==> src/rtl/pe_sched_pkg.sv <==
// Shared types and default sizing for the PE array sequencer.
package pe_sched_pkg;

    typedef enum logic [2:0] {
        IDLE,
        LOAD_W,
        COMPUTE,
        DRAIN,
        DONE
    } state_t;

    localparam int unsigned DEF_NUM_ROWS = 32;
    localparam int unsigned DEF_NUM_COLS = 16;
    localparam int unsigned DEF_AW       = 10;
    localparam int unsigned DEF_CNT_W    = 10;
    localparam int unsigned DEF_OUT_LAT  = DEF_NUM_ROWS + DEF_NUM_COLS - 1;

endpackage

==> src/rtl/pe_valid_delay.sv <==
// Enable-gated 1-bit delay line tracking which array cycles carry a vector.
module pe_valid_delay #(
    parameter int unsigned DEPTH = 48
) (
    input  logic CLK,
    input  logic RESET,
    input  logic en,
    input  logic d,
    output logic q
);

    logic [DEPTH-1:0] sr;

    // Shift only when enabled so the line freezes together with the array.
    always_ff @(posedge CLK) begin
        if (RESET)
            sr <= '0;
        else if (en)
            sr <= {sr[DEPTH-2:0], d};
    end

    assign q = sr[DEPTH-1];

endmodule

==> src/rtl/pe_array_sched.sv <==
// Job sequencer for the weight-stationary PE array: weight load, activation
// streaming and output write-back, with a global stall freeze.
module pe_array_sched
    import pe_sched_pkg::*;
#(
    parameter int unsigned NUM_ROWS = DEF_NUM_ROWS,
    parameter int unsigned NUM_COLS = DEF_NUM_COLS,
    parameter int unsigned AW       = DEF_AW,
    parameter int unsigned CNT_W    = DEF_CNT_W,
    parameter int unsigned OUT_LAT  = NUM_ROWS + NUM_COLS - 1
) (
    input  logic             CLK,
    input  logic             RESET,
    input  logic             start,
    input  logic [CNT_W-1:0] num_vec,
    input  logic [AW-1:0]    w_base,
    input  logic [AW-1:0]    a_base,
    input  logic [AW-1:0]    o_base,
    input  logic             stall,
    output logic             busy,
    output logic             done,
    output logic             w_rd_en,
    output logic [AW-1:0]    w_rd_addr,
    output logic             a_rd_en,
    output logic [AW-1:0]    a_rd_addr,
    output logic             arr_en,
    output logic             arr_w_en,
    output logic             o_wr_en,
    output logic [AW-1:0]    o_wr_addr
);

    localparam int unsigned RW = $clog2(NUM_ROWS + 1);

    state_t           state, state_n;
    logic             accept;
    logic [AW-1:0]    w_base_q, a_base_q, o_base_q;
    logic [CNT_W-1:0] m_q, acnt, ocnt;
    logic [RW-1:0]    rcnt;
    logic             w_pend;
    logic             pipe_out;
    logic [AW-1:0]    w_addr_c, a_addr_c, o_addr_c;
    logic [AW-1:0]    w_addr_q, a_addr_q, o_addr_q;

    assign w_addr_c = w_base_q + AW'(NUM_ROWS - 1) - AW'(rcnt);
    assign a_addr_c = a_base_q + AW'(acnt);
    assign o_addr_c = o_base_q + AW'(ocnt);

    // Addresses follow the live counter while strobing, else show the last one.
    assign w_rd_addr = w_rd_en ? w_addr_c : w_addr_q;
    assign a_rd_addr = a_rd_en ? a_addr_c : a_addr_q;
    assign o_wr_addr = o_wr_en ? o_addr_c : o_addr_q;

    // State register.
    always_ff @(posedge CLK) begin
        if (RESET)
            state <= IDLE;
        else
            state <= state_n;
    end

    // Next-state and strobe decode; stall masks every strobe in active states.
    always_comb begin
        state_n  = state;
        accept   = 1'b0;
        busy     = (state != IDLE);
        done     = 1'b0;
        w_rd_en  = 1'b0;
        a_rd_en  = 1'b0;
        arr_en   = 1'b0;
        arr_w_en = 1'b0;
        o_wr_en  = 1'b0;
        case (state)
            IDLE: begin
                if (start) begin
                    accept  = 1'b1;
                    state_n = LOAD_W;
                end
            end
            LOAD_W: begin
                if (!stall) begin
                    w_rd_en  = (rcnt != RW'(NUM_ROWS));
                    arr_w_en = w_pend;
                    if (w_pend && rcnt == RW'(NUM_ROWS))
                        state_n = (m_q == '0) ? DONE : COMPUTE;
                end
            end
            COMPUTE: begin
                if (!stall) begin
                    arr_en  = 1'b1;
                    a_rd_en = 1'b1;
                    o_wr_en = pipe_out;
                    if (acnt == m_q - CNT_W'(1))
                        state_n = DRAIN;
                end
            end
            DRAIN: begin
                if (!stall) begin
                    arr_en  = 1'b1;
                    o_wr_en = pipe_out;
                    if (pipe_out && ocnt == m_q - CNT_W'(1))
                        state_n = DONE;
                end
            end
            DONE: begin
                done    = 1'b1;
                state_n = IDLE;
            end
            default: state_n = IDLE;
        endcase
    end

    // Job parameters, counters and held addresses.
    always_ff @(posedge CLK) begin
        if (RESET) begin
            w_base_q <= '0;
            a_base_q <= '0;
            o_base_q <= '0;
            m_q      <= '0;
            rcnt     <= '0;
            acnt     <= '0;
            ocnt     <= '0;
            w_pend   <= 1'b0;
            w_addr_q <= '0;
            a_addr_q <= '0;
            o_addr_q <= '0;
        end else begin
            if (accept) begin
                w_base_q <= w_base;
                a_base_q <= a_base;
                o_base_q <= o_base;
                m_q      <= num_vec;
                rcnt     <= '0;
                acnt     <= '0;
                ocnt     <= '0;
            end
            // Read data is held by the SRAM, so a stalled weight shift just waits.
            if (!stall)
                w_pend <= w_rd_en;
            if (w_rd_en) begin
                rcnt     <= rcnt + RW'(1);
                w_addr_q <= w_addr_c;
            end
            if (a_rd_en) begin
                acnt     <= acnt + CNT_W'(1);
                a_addr_q <= a_addr_c;
            end
            if (o_wr_en) begin
                ocnt     <= ocnt + CNT_W'(1);
                o_addr_q <= o_addr_c;
            end
        end
    end

    pe_valid_delay #(
        .DEPTH(OUT_LAT + 1)
    ) u_valid (
        .CLK  (CLK),
        .RESET(RESET),
        .en   (!stall),
        .d    (a_rd_en),
        .q    (pipe_out)
    );

endmodule

==> config.mk <==
export PLATFORM = sky130hd
export DESIGN_NAME = pe_array_sched
export DESIGN_NICKNAME = d
export VERILOG_FILES = /design/src/rtl/pe_sched_pkg.sv /design/src/rtl/pe_valid_delay.sv /design/src/rtl/pe_array_sched.sv
export SDC_FILE = /design/constraint.sdc
export NUM_CORES = 1
export LEC_CHECK = 0
export ABC_AREA = 1
export CAP_MARGIN = 5
export CORE_ASPECT_RATIO = 1.5
export CORE_MARGIN = 1.5
export CORE_UTILIZATION = 60
export CTS_CLUSTER_DIAMETER = 120
export DETAILED_ROUTE_END_ITERATION = 12
export PLACE_DENSITY = 0.84
export SLEW_MARGIN = 20
export SYNTH_ARGS = -nofsm -noshare
export SYNTH_HDL_FRONTEND = slang
export SYNTH_HIERARCHICAL = 1
export SYNTH_SLANG_ARGS = --single-unit
==> constraint.sdc <==
create_clock -name CLK -period 7.31 [get_ports CLK]
set_input_delay 1.0965 -clock CLK [delete_from_list [all_inputs] [get_ports CLK]]
set_output_delay 1.0965 -clock CLK [all_outputs]
set_load 0.01 [all_outputs]
Word level (Yosys, flattened, before mapping):

Index checks and enable logic that the tools add are counted.

* add/sub/neg operators: 8
* eq/ne operators: 15
* muxes and demuxes: 29
* reductions and logical operators: 10

Operators by type and width (number)
* $mux W10: 6
* $mux W3: 8
* $add A10 B1 Y10 const B: 2
* $add A10 B10 Y10: 2
* $eq A10 B10 Y1: 2
* $ne A2 B2 Y1 const B: 7
* $mux W1: 12
* $mux W6: 2
* $pmux W3 S4: 1
* $add A10 B5 Y10 const B: 1
* $logic_not A10 Y1: 1
* $sub A10 B1 Y10 const B: 1
* $sub A10 B6 Y10: 1
* $reduce_and A7 Y1: 1
* $add A6 B1 Y6 const B: 1
* $eq A3 B2 Y1 const B: 2
* $eq A6 B6 Y1 const B: 1
* $ne A6 B6 Y1 const B: 1
* $reduce_bool A2 Y1: 3
* $eq A3 B1 Y1 const B: 1
* $eq A3 B3 Y1 const B: 1
* $logic_not A3 Y1: 1
* $reduce_bool A3 Y1: 1
* $logic_and A1 B1 Y1: 2
* $reduce_or A2 Y1: 1

* register bits: 148
* bits of input ports: 44
* output and inout port bits: 37
* logic and storage cells: 75

Longest topological paths before layout:

Gate-level depths: netlist of the first run.

* word-level depth: 6
* mapped depth: 17
* mapped depth without buffers: 17

By module:

Netlist of the first run, hierarchy kept.

Modules (own cells, without submodules)
* pe_array_sched: times used 1, cells each 855, area an instance 5906.9 µm², seq. area each 2001.9 µm²
* pe_valid_delay: times used 1, cells each 305, area an instance 1979.4 µm², seq. area each 960.9 µm²

Least setup slack after synthesis of the first run:

No wires, ideal clock.

* path kind: flip-flop to output port
* start: register rcnt[1]
* end: output port w_rd_addr[9]
* data arrival time: 2.158 ns
* data required time: 6.214 ns
* path slack: 4.056 ns
* cell stages (with the launch flop): 16
* buffers on the path: 0
* path through: dfxtp_1 inv_1 ha_1 ha_1 fa_1 nand3_1 nand3_1 nand2_1 nand2_1 a21oi_1 o21ai_0 nand2_1 nand3b_1 nand3_1 nand2_1 inv_1

* word-level cells in the longest chain between the ends: 4
* elaborated cells on any way between the ends: 5
* those cells by class: add/sub (1); eq/ne (1); mux (3)

RTL lines
* start, declared: line pe_array_sched.sv:38 `logic [RW-1:0] rcnt;`
* start signal, assigned: line pe_array_sched.sv:140 `rcnt <= rcnt + RW'(1);`
* branches (longest 3 deep; another with $sub A10 B6 Y10)
* $mux W10 *
* end, declared: line pe_array_sched.sv:23 `output logic [AW-1:0] w_rd_addr,`

Every way passes the cells marked *.

Final worst setup path of the first run:

* start: input port stall
* end: output port o_wr_addr[1]

* word-level cells in the longest chain between the ends: 3

RTL lines
* start, declared: line pe_array_sched.sv:19 `input logic stall,`
* $mux W1: line pe_array_sched.sv:88, pe_array_sched.sv:97
* $mux W1
* $mux W10
* end, declared: line pe_array_sched.sv:29 `output logic [AW-1:0] o_wr_addr`

Every way passes these cells.

==> impl_metrics.prom, run 1 <==
# TYPE chip_impl_metric gauge
chip_impl_metric{name="clock_tree.buffer_depth",unit=""} 2
chip_impl_info{name="hold_path_end",value="u_valid/sr[7]$_SDFFE_PP0P_"} 1
chip_impl_metric{name="tightest_slew",unit="ns"} 0.8408
chip_impl_metric{name="cts_inserted_buffers",unit=""} 17
chip_impl_metric{name="cells_after_synth",unit=""} 1160
chip_impl_info{name="synthFlopType",value="sky130_fd_sc_hd__dfxtp_1"} 1
chip_impl_info{name="cts_tree",value="done"} 1
chip_impl_info{name="clock_tree.root_cell",value="sky130_fd_sc_hd__clkbuf_16"} 1
chip_impl_metric{name="timing.reg2reg.worst_path_depth",unit=""} 14
chip_impl_metric{name="timing.setup.tns",unit="ns"} 0
chip_impl_metric{name="place_area",unit="mm²"} 0.008690
chip_impl_metric{name="grt-ovfl-total",unit=""} 0
chip_impl_metric{name="timing.critical_path.required",unit="ns"} 6.21
chip_impl_metric{name="remaining_drc_errors",unit=""} 0
chip_impl_info{name="most_numerous_cell_in_the_yosys_netlist",value="sky130_fd_sc_hd__nand2_1"} 1
chip_impl_metric{name="detail_route.wl_per_cell",unit="µm"} 12.64
chip_impl_metric{name="finished_cell_area",unit="mm²"} 0.009355
chip_impl_metric{name="timing.critical_path.arrival",unit="ns"} 3.38
chip_impl_metric{name="num-nets-final",unit=""} 1306
chip_impl_info{name="synth.top_cells.by_area",value="sky130_fd_sc_hd__dfxtp_1 (38%), sky130_fd_sc_hd__nand2_1 (13%), sky130_fd_sc_hd__inv_1 (7.7%)"} 1
chip_impl_metric{name="finalSetupViolations",unit=""} 0
chip_impl_metric{name="clk_pin_slew",unit="ns"} 0.06
chip_impl_metric{name="crit_fanout",unit=""} 23
chip_impl_info{name="holdCritStartpoint",value="u_valid/sr[7]$_SDFFE_PP0P_"} 1
chip_impl_metric{name="synthesis.nets",unit=""} 1245
chip_impl_metric{name="htree_num_levels",unit=""} 4
chip_impl_info{name="holdCritPathClass",value="reg2reg"} 1
chip_impl_metric{name="place.port_buffers",unit=""} 80
chip_impl_metric{name="yosysSeqAreaShare",unit=""} 0.3757
chip_impl_metric{name="finish.cell_count_without_fillers",unit=""} 1393
chip_impl_metric{name="gp_routability_congestion",unit=""} 0.9314
chip_impl_metric{name="firstDrtPassIters",unit=""} 5
chip_impl_metric{name="finalHoldWorstSlack",unit="ns"} 0.4695
chip_impl_metric{name="synth.distinct_cells",unit=""} 39
chip_impl_metric{name="io-pin-count",unit=""} 81
chip_impl_metric{name="sequential_cell_area",unit="mm²"} 0.002963
chip_impl_metric{name="dp.cells",unit=""} 1361
chip_impl_metric{name="clkLatencyLatePin",unit="ns"} 0.43
chip_impl_info{name="critical_path.endpoint_type",value="output port"} 1
chip_impl_metric{name="timing.final.crit_period",unit="ns"} 4.477
chip_impl_info{name="status",value="finished, final reports clean"} 1
chip_impl_metric{name="min_path_cells",unit=""} 2
chip_impl_metric{name="placement_rows",unit=""} 51
chip_impl_metric{name="drt_iter0_drc",unit=""} 280
chip_impl_metric{name="leakage",unit="nW"} 4.288
chip_impl_metric{name="ys_ff_latch",unit=""} 148
chip_impl_metric{name="dp_hpwl",unit="µm"} 11950
chip_impl_metric{name="first_pass_grt_wire_length",unit="µm"} 29570
chip_impl_metric{name="area_growth_syn_to_layout",unit="%"} 18.63
chip_impl_info{name="path_class",value="in2out"} 1
chip_impl_metric{name="multi_input_comb_area",unit="mm²"} 0.004068
chip_impl_metric{name="post_drt_via_cell_ratio",unit=""} 5.270
chip_impl_metric{name="clock-skew-final",unit="ns"} 0.01108
chip_impl_metric{name="synth-edff-count",unit=""} 0
chip_impl_metric{name="detail_route.wirelength",unit="µm"} 17610
chip_impl_metric{name="drv_slew",unit=""} 0
chip_impl_metric{name="post-layout-total-power",unit="mW"} 2.868
chip_impl_metric{name="netlist_area_before_placement",unit="mm²"} 0.007886
chip_impl_metric{name="synth_async_sr_flop_share",unit=""} 0
chip_impl_metric{name="synthesis.yosys.warnings",unit=""} 6
chip_impl_metric{name="diodes",unit=""} 0
chip_impl_metric{name="die_height",unit="µm"} 143.4
chip_impl_metric{name="dieArea",unit="mm²"} 0.01385
chip_impl_metric{name="filler_cell_count",unit=""} 1047
chip_impl_metric{name="initial_utilization",unit=""} 0.6118
chip_impl_metric{name="detailroute.via_count",unit=""} 7341
chip_impl_metric{name="maxCapViolCount",unit=""} 0
chip_impl_info{name="reg_to_reg_endpoint",value="a_addr_q[8]$_SDFF_PP0_"} 1
chip_impl_metric{name="ff2ff_setup_slack",unit="ns"} 4.80
chip_impl_info{name="crit-reg2reg-launch",value="acnt[0]$_SDFFE_PP0P_"} 1
chip_impl_metric{name="ant_nets",unit=""} 0
chip_impl_metric{name="clock_sinks",unit=""} 148
chip_impl_metric{name="cts_hold_repair.buffers",unit=""} 0
chip_impl_metric{name="irDropWorstVdd",unit="µV"} 148.9
chip_impl_metric{name="initial_antenna_violation_count",unit=""} 0
chip_impl_metric{name="horizontal_die_dimension",unit="µm"} 96.61
chip_impl_metric{name="core",unit="mm²"} 0.01289
chip_impl_metric{name="post-cts-setup-buffer-count",unit=""} 0
chip_impl_info{name="rsz0062_at_grt",value="false"} 1
chip_impl_metric{name="finalHoldViolCount",unit=""} 0
chip_impl_metric{name="grt_max_degree",unit=""} 99
chip_impl_metric{name="cts_resized",unit=""} 0
chip_impl_info{name="worst_setup_path_start_kind",value="input pin"} 1
chip_impl_metric{name="global_route.usage.total",unit=""} 0.2587
chip_impl_metric{name="avgSynthCellArea",unit="µm²"} 6.799
chip_impl_metric{name="power_per_cell_area",unit="mW/mm²"} 306.5
chip_impl_metric{name="yosys.area.top_type_share",unit=""} 0.3757
chip_impl_metric{name="maxClockFrequency",unit="MHz"} 223.4
chip_impl_info{name="synth_area_leader_cell",value="sky130_fd_sc_hd__dfxtp_1"} 1
chip_impl_metric{name="final_layout_size_suffix_gt1_frac",unit=""} 0.07212
chip_impl_metric{name="relSlewSlack",unit=""} 0.4395
chip_impl_info{name="synth.cells.most_frequent",value="sky130_fd_sc_hd__nand2_1 (283), sky130_fd_sc_hd__inv_1 (161), sky130_fd_sc_hd__nor2_1 (158), sky130_fd_sc_hd__dfxtp_1 (148), sky130_fd_sc_hd__a21oi_1 (88)"} 1
chip_impl_metric{name="portion_of_the_clock_cycle_consumed_by_the_worst_path_in_the_final_layout",unit=""} 0.6124
chip_impl_metric{name="first_global_vias",unit=""} 6870
[flip-flops by register name, indices dropped and copies added (netlist names)]
signal / cells
w_addr_q: 10
ocnt: 10
m_q: 10
w_pend: 1
state: 3
w_base_q: 10
a_addr_q: 10
o_addr_q: 10
a_base_q: 10
o_base_q: 10
rcnt: 6
acnt: 10
u_valid/sr: 48
[layer usage]
layer	vias to the layer above	track usage	share of wire
met4	0	0.1442	0.040
met1	3333	0.2759	0.41
met2	173	0.4869	0.52
met3	60	0.03745	0.034
li1	3775	-	-
met5	-	0	0
[metrics by stage]
step	setup slack [ns]	util
2_1_floorplan	4.056	-
3_3_place_gp	2.867	0.6741
3_5_place_dp	2.861	0.6741
4_1_cts	2.842	0.7258
5_1_grt	2.682	0.7258
6_report	2.833	0.7258
[layout by cell type, fill, tap and decap left out, types with 17 or more instances in the layout]
cell,instances
sky130_fd_sc_hd__nor2_1,158
sky130_fd_sc_hd__o21ai_0,51
sky130_fd_sc_hd__or2_2,20
sky130_fd_sc_hd__ha_1,38
sky130_fd_sc_hd__clkbuf_16,17
sky130_fd_sc_hd__nand2_1,283
sky130_fd_sc_hd__inv_1,160
sky130_fd_sc_hd__dfxtp_1,148
sky130_fd_sc_hd__a21oi_1,88
sky130_fd_sc_hd__nand3_1,64
sky130_fd_sc_hd__clkdlybuf4s50_1,79
[area by class of cell]
cell class                 count  area share
sequential                   148      0.3167
clock buffer                  18     0.04694
inverter                     169     0.06781
tap                          159     0.02127
timing repair buffer          84     0.08827
multi-input combinational    801      0.4348
clock inverter                14     0.02421
[worst max-delay path: stages]
cell and delay, ns:
sky130_fd_sc_hd__clkdlybuf4s50_1 0.58, sky130_fd_sc_hd__nor2_4 0.21, sky130_fd_sc_hd__nand2_4 0.11, sky130_fd_sc_hd__inv_1 0.49
sky130_fd_sc_hd__or2_2 0.21, sky130_fd_sc_hd__o21ai_0 0.10, sky130_fd_sc_hd__inv_1 0.07, sky130_fd_sc_hd__clkdlybuf4s50_1 0.52
[worst max path at each step]
stage	to	from	slack, ns	depth (start not counted)
5_1_grt	o_wr_addr[0]	stall	2.68	8
6_report	o_wr_addr[1]	stall	2.83	8
2_1_floorplan	w_rd_addr[9]	rcnt[1]$_SDFFE_PP0P_	4.06	15
3_3_place_gp	o_wr_addr[0]	stall	2.87	8
4_1_cts	o_wr_addr[0]	stall	2.84	8
3_5_place_dp	o_wr_addr[0]	stall	2.86	8
[kinds of logic (layout without fill, tap and decap cells)]
family | Yosys count | count (layout) | share of synthesized area
AND/OR/NAND/NOR | 571 | 571 | 0.3087
buffers and inverters | 211 | 285 | 0.1092
AO/OA/AOI/OAI | 169 | 169 | 0.1163
flip-flops | 148 | 148 | 0.3757
adder cells (fa/ha/maj) | 41 | 41 | 0.06790
XOR/XNOR | 20 | 20 | 0.02221
[power breakdown]
| group | internal [mW] | switching, mW | leakage [nW] |
|---|---|---|---|
| sequential | 0.905 | 0.0664 | 1.21 |
| clock | 0.620 | 0.359 | 0.323 |
| combinational | 0.364 | 0.552 | 2.75 |
| total | 1.89 | 0.978 | 4.29 |
Power figures use the tool's default switching activity.
==> inputs of run 2 (changes only) <==
--- a/config.mk
+++ b/config.mk
@@ -9,10 +9,10 @@
 export CAP_MARGIN = 5
 export CORE_ASPECT_RATIO = 1.5
 export CORE_MARGIN = 1.5
-export CORE_UTILIZATION = 60
+export CORE_UTILIZATION = 57
 export CTS_CLUSTER_DIAMETER = 120
 export DETAILED_ROUTE_END_ITERATION = 12
-export PLACE_DENSITY = 0.84
+export PLACE_DENSITY = 0.8
 export SLEW_MARGIN = 20
 export SYNTH_ARGS = -nofsm -noshare
 export SYNTH_HDL_FRONTEND = slang
==> constraint.sdc (replaced) <==
create_clock -name CLK -period 4.3 [get_ports CLK]
set_input_delay 0.645 -clock CLK [delete_from_list [all_inputs] [get_ports CLK]]
set_output_delay 0.645 -clock CLK [all_outputs]
set_load 0.01 [all_outputs]
==> impl_metrics.prom, run 2 (synthesized netlist as in run 1, its figures left out) <==
# TYPE chip_impl_metric gauge
chip_impl_metric{name="horizontal_die_dimension",unit="µm"} 99.04
chip_impl_info{name="final_common_cell",value="sky130_fd_sc_hd__nand2_1"} 1
chip_impl_metric{name="dp.cells",unit=""} 1366
chip_impl_metric{name="placement_rows",unit=""} 52
chip_impl_metric{name="htree_num_levels",unit=""} 4
chip_impl_metric{name="netSwitchingPower",unit="mW"} 1.609
chip_impl_info{name="cts_tree",value="done"} 1
chip_impl_info{name="crit-reg2reg-launch",value="rcnt[1]$_SDFFE_PP0P_"} 1
chip_impl_metric{name="post-layout-total-power",unit="mW"} 4.757
chip_impl_metric{name="finish.cell_count_without_fillers",unit=""} 1397
chip_impl_metric{name="drv_slew",unit=""} 0
chip_impl_metric{name="irDropWorstVdd",unit="µV"} 290.9
chip_impl_info{name="layout.cells.most_common_list",value="sky130_fd_sc_hd__nand2_1 (283), sky130_fd_sc_hd__inv_1 (160), sky130_fd_sc_hd__nor2_1 (158)"} 1
chip_impl_metric{name="area_growth_syn_to_layout",unit="%"} 18.29
chip_impl_metric{name="final_layout_size_suffix_gt1_frac",unit=""} 0.07126
chip_impl_metric{name="clock_tree.buffer_depth",unit=""} 2
chip_impl_metric{name="initial_antenna_violation_count",unit=""} 0
chip_impl_metric{name="grt_max_degree",unit=""} 99
chip_impl_metric{name="finalHoldViolCount",unit=""} 0
chip_impl_metric{name="post-cts-setup-buffer-count",unit=""} 0
chip_impl_metric{name="clk_pin_slew",unit="ns"} 0.06
chip_impl_metric{name="diodes",unit=""} 0
chip_impl_metric{name="clock_sinks",unit=""} 148
chip_impl_metric{name="grt-ovfl-total",unit=""} 0
chip_impl_metric{name="dieArea",unit="mm²"} 0.01456
chip_impl_info{name="path_class",value="reg2out"} 1
chip_impl_metric{name="leakage",unit="nW"} 4.276
chip_impl_metric{name="portion_of_the_clock_cycle_consumed_by_the_worst_path_in_the_final_layout",unit=""} 0.9114
chip_impl_metric{name="post_drt_via_cell_ratio",unit=""} 5.160
chip_impl_info{name="worstSetupStartpoint",value="rcnt[1]$_SDFFE_PP0P_"} 1
chip_impl_metric{name="final_core_util",unit=""} 0.6893
chip_impl_metric{name="timing.critical_path.required",unit="ns"} 3.65
chip_impl_metric{name="firstDrtPassIters",unit=""} 5
chip_impl_info{name="holdCritStartpoint",value="u_valid/sr[46]$_SDFFE_PP0P_"} 1
chip_impl_metric{name="timing.setup.tns",unit="ns"} 0
chip_impl_info{name="rsz0062_at_grt",value="false"} 1
chip_impl_metric{name="clkLatencyLatePin",unit="ns"} 0.42
chip_impl_metric{name="detail_route.wl_per_cell",unit="µm"} 12.37
chip_impl_metric{name="cts_inserted_buffers",unit=""} 17
chip_impl_metric{name="maxCapViolCount",unit=""} 0
chip_impl_metric{name="sequentialPowerShare",unit=""} 0.347
chip_impl_metric{name="largest_reg_flops",unit=""} 48
chip_impl_metric{name="maxClockFrequency",unit="MHz"} 255.2
chip_impl_metric{name="first_global_vias",unit=""} 6750
chip_impl_metric{name="swShare",unit=""} 0.3381
chip_impl_metric{name="drt_iter0_drc",unit=""} 295
chip_impl_metric{name="dp_hpwl",unit="µm"} 12070
chip_impl_info{name="register_with_the_most_flip_flops",value="u_valid/sr"} 1
chip_impl_info{name="status",value="finished, final reports clean"} 1
chip_impl_metric{name="finalSetupViolations",unit=""} 0
chip_impl_metric{name="clock-skew-final",unit="ns"} 0.007667
chip_impl_info{name="holdCritPathClass",value="reg2reg"} 1
chip_impl_metric{name="p_clk_frac",unit=""} 0.325
chip_impl_metric{name="num-nets-final",unit=""} 1308
chip_impl_metric{name="timing.final.crit_period",unit="ns"} 3.919
chip_impl_metric{name="timing.critical_path.arrival",unit="ns"} 3.27
chip_impl_metric{name="place_area",unit="mm²"} 0.008708
chip_impl_metric{name="remaining_drc_errors",unit=""} 0
chip_impl_metric{name="core",unit="mm²"} 0.01353
chip_impl_metric{name="finished_cell_area",unit="mm²"} 0.009329
chip_impl_metric{name="die_height",unit="µm"} 147.1
chip_impl_metric{name="fraction_of_power_consumed_by_combinational_cells",unit=""} 0.327
chip_impl_metric{name="tightest_slew",unit="ns"} 0.8512
chip_impl_info{name="clock_tree.root_cell",value="sky130_fd_sc_hd__clkbuf_16"} 1
chip_impl_metric{name="power_per_cell_area",unit="mW/mm²"} 510.0
chip_impl_metric{name="global_route.usage.total",unit=""} 0.2461
chip_impl_metric{name="cts_resized",unit=""} 0
chip_impl_metric{name="first_pass_grt_wire_length",unit="µm"} 29410
chip_impl_metric{name="crit_fanout",unit=""} 4
chip_impl_metric{name="relSlewSlack",unit=""} 0.4325
chip_impl_metric{name="detail_route.wirelength",unit="µm"} 17280
chip_impl_metric{name="gp_routability_congestion",unit=""} 0.9431
chip_impl_metric{name="cellInternalPower",unit="mW"} 3.149
chip_impl_metric{name="place.port_buffers",unit=""} 80
chip_impl_info{name="critical_path.endpoint_type",value="output port"} 1
chip_impl_metric{name="initial_utilization",unit=""} 0.5827
chip_impl_metric{name="detailroute.via_count",unit=""} 7209
chip_impl_metric{name="io-pin-count",unit=""} 81
chip_impl_metric{name="ant_nets",unit=""} 0
chip_impl_metric{name="cts_hold_repair.buffers",unit=""} 0
chip_impl_info{name="worst_setup_path_start_kind",value="register"} 1
==> run 2: cell types whose count changed in the layout (fill, tap and decap cells not counted) <==
cell and delta:
sky130_fd_sc_hd__bufinv_16 -2, sky130_fd_sc_hd__clkbuf_1 +2, sky130_fd_sc_hd__clkinvlp_4 +1, sky130_fd_sc_hd__inv_8 -1, sky130_fd_sc_hd__buf_4 +2, sky130_fd_sc_hd__clkinv_4 -5, sky130_fd_sc_hd__clkbuf_8 +4
==> run 2: power by group through the flow <==
stage	clock network (mW)	logic, mW	registers, mW
6_report	1.55	1.56	1.65
5_1_grt	1.63	1.76	1.67
4_1_cts	1.56	1.56	1.65
3_3_place_gp	0	1.52	1.67
3_5_place_dp	0	1.55	1.68
2_1_floorplan	0	1.14	1.65
==> run 2: worst paths after layout <==
check / end / depth (start not counted) / slack (ns)
worst max-delay path: w_rd_addr[9] / 16 / 0.38
worst min-delay path: u_valid/sr[46]$_SDFFE_PP0P_ / 2 / 0.47
worst max register to register: w_addr_q[9]$_SDFF_PP0_ / 16 / 1.83
worst min register to register: u_valid/sr[46]$_SDFFE_PP0P_ / 2 / 0.47
==> run 2: worst max-delay path, stage by stage, from the launching register on <==
cell and delay, ns:
sky130_fd_sc_hd__dfxtp_1 0.39, sky130_fd_sc_hd__inv_1 0.08, sky130_fd_sc_hd__ha_1 0.28, sky130_fd_sc_hd__ha_1 0.23, sky130_fd_sc_hd__fa_1 0.40, sky130_fd_sc_hd__nand3_1 0.08
sky130_fd_sc_hd__nand3_1 0.10, sky130_fd_sc_hd__nand2_1 0.07, sky130_fd_sc_hd__nand2_1 0.05, sky130_fd_sc_hd__a21oi_1 0.17, sky130_fd_sc_hd__o21ai_0 0.11, sky130_fd_sc_hd__nand2_1 0.08
sky130_fd_sc_hd__nand3b_1 0.08, sky130_fd_sc_hd__nand3_1 0.08, sky130_fd_sc_hd__nand2_1 0.08, sky130_fd_sc_hd__inv_1 0.05, sky130_fd_sc_hd__clkdlybuf4s50_1 0.52
==> run 2: final cells by class <==
type	instances	area, µm²
Clock buffer	24	501.7
Clock inverter	7	118.9
Fill cell	1156	4204
Inverter	169	634.4
Multi-Input combinational cell	801	4068
Sequential cell	148	2963
Tap cell	162	202.7
Timing Repair Buffer	86	840.8
==> run 2: metal layers <==
metal / global-route usage / vias to the layer above / part of all wire
met5: 0 / - / 0
met4: 0.1029 / 0 / 0.032
met3: 0.04139 / 48 / 0.036
met2: 0.4493 / 154 / 0.52
met1: 0.2800 / 3238 / 0.42
li1: - / 3769 / -
==> run 2: per-stage QoR <==
step	setup WS [ns]	hold WS [ns]
2_1_floorplan	1.497	0.4354
3_3_place_gp	0.8636	0.4515
3_5_place_dp	0.8352	0.4620
4_1_cts	0.3696	0.4700
5_1_grt	0.1770	0.4792
6_report	0.3811	0.4691
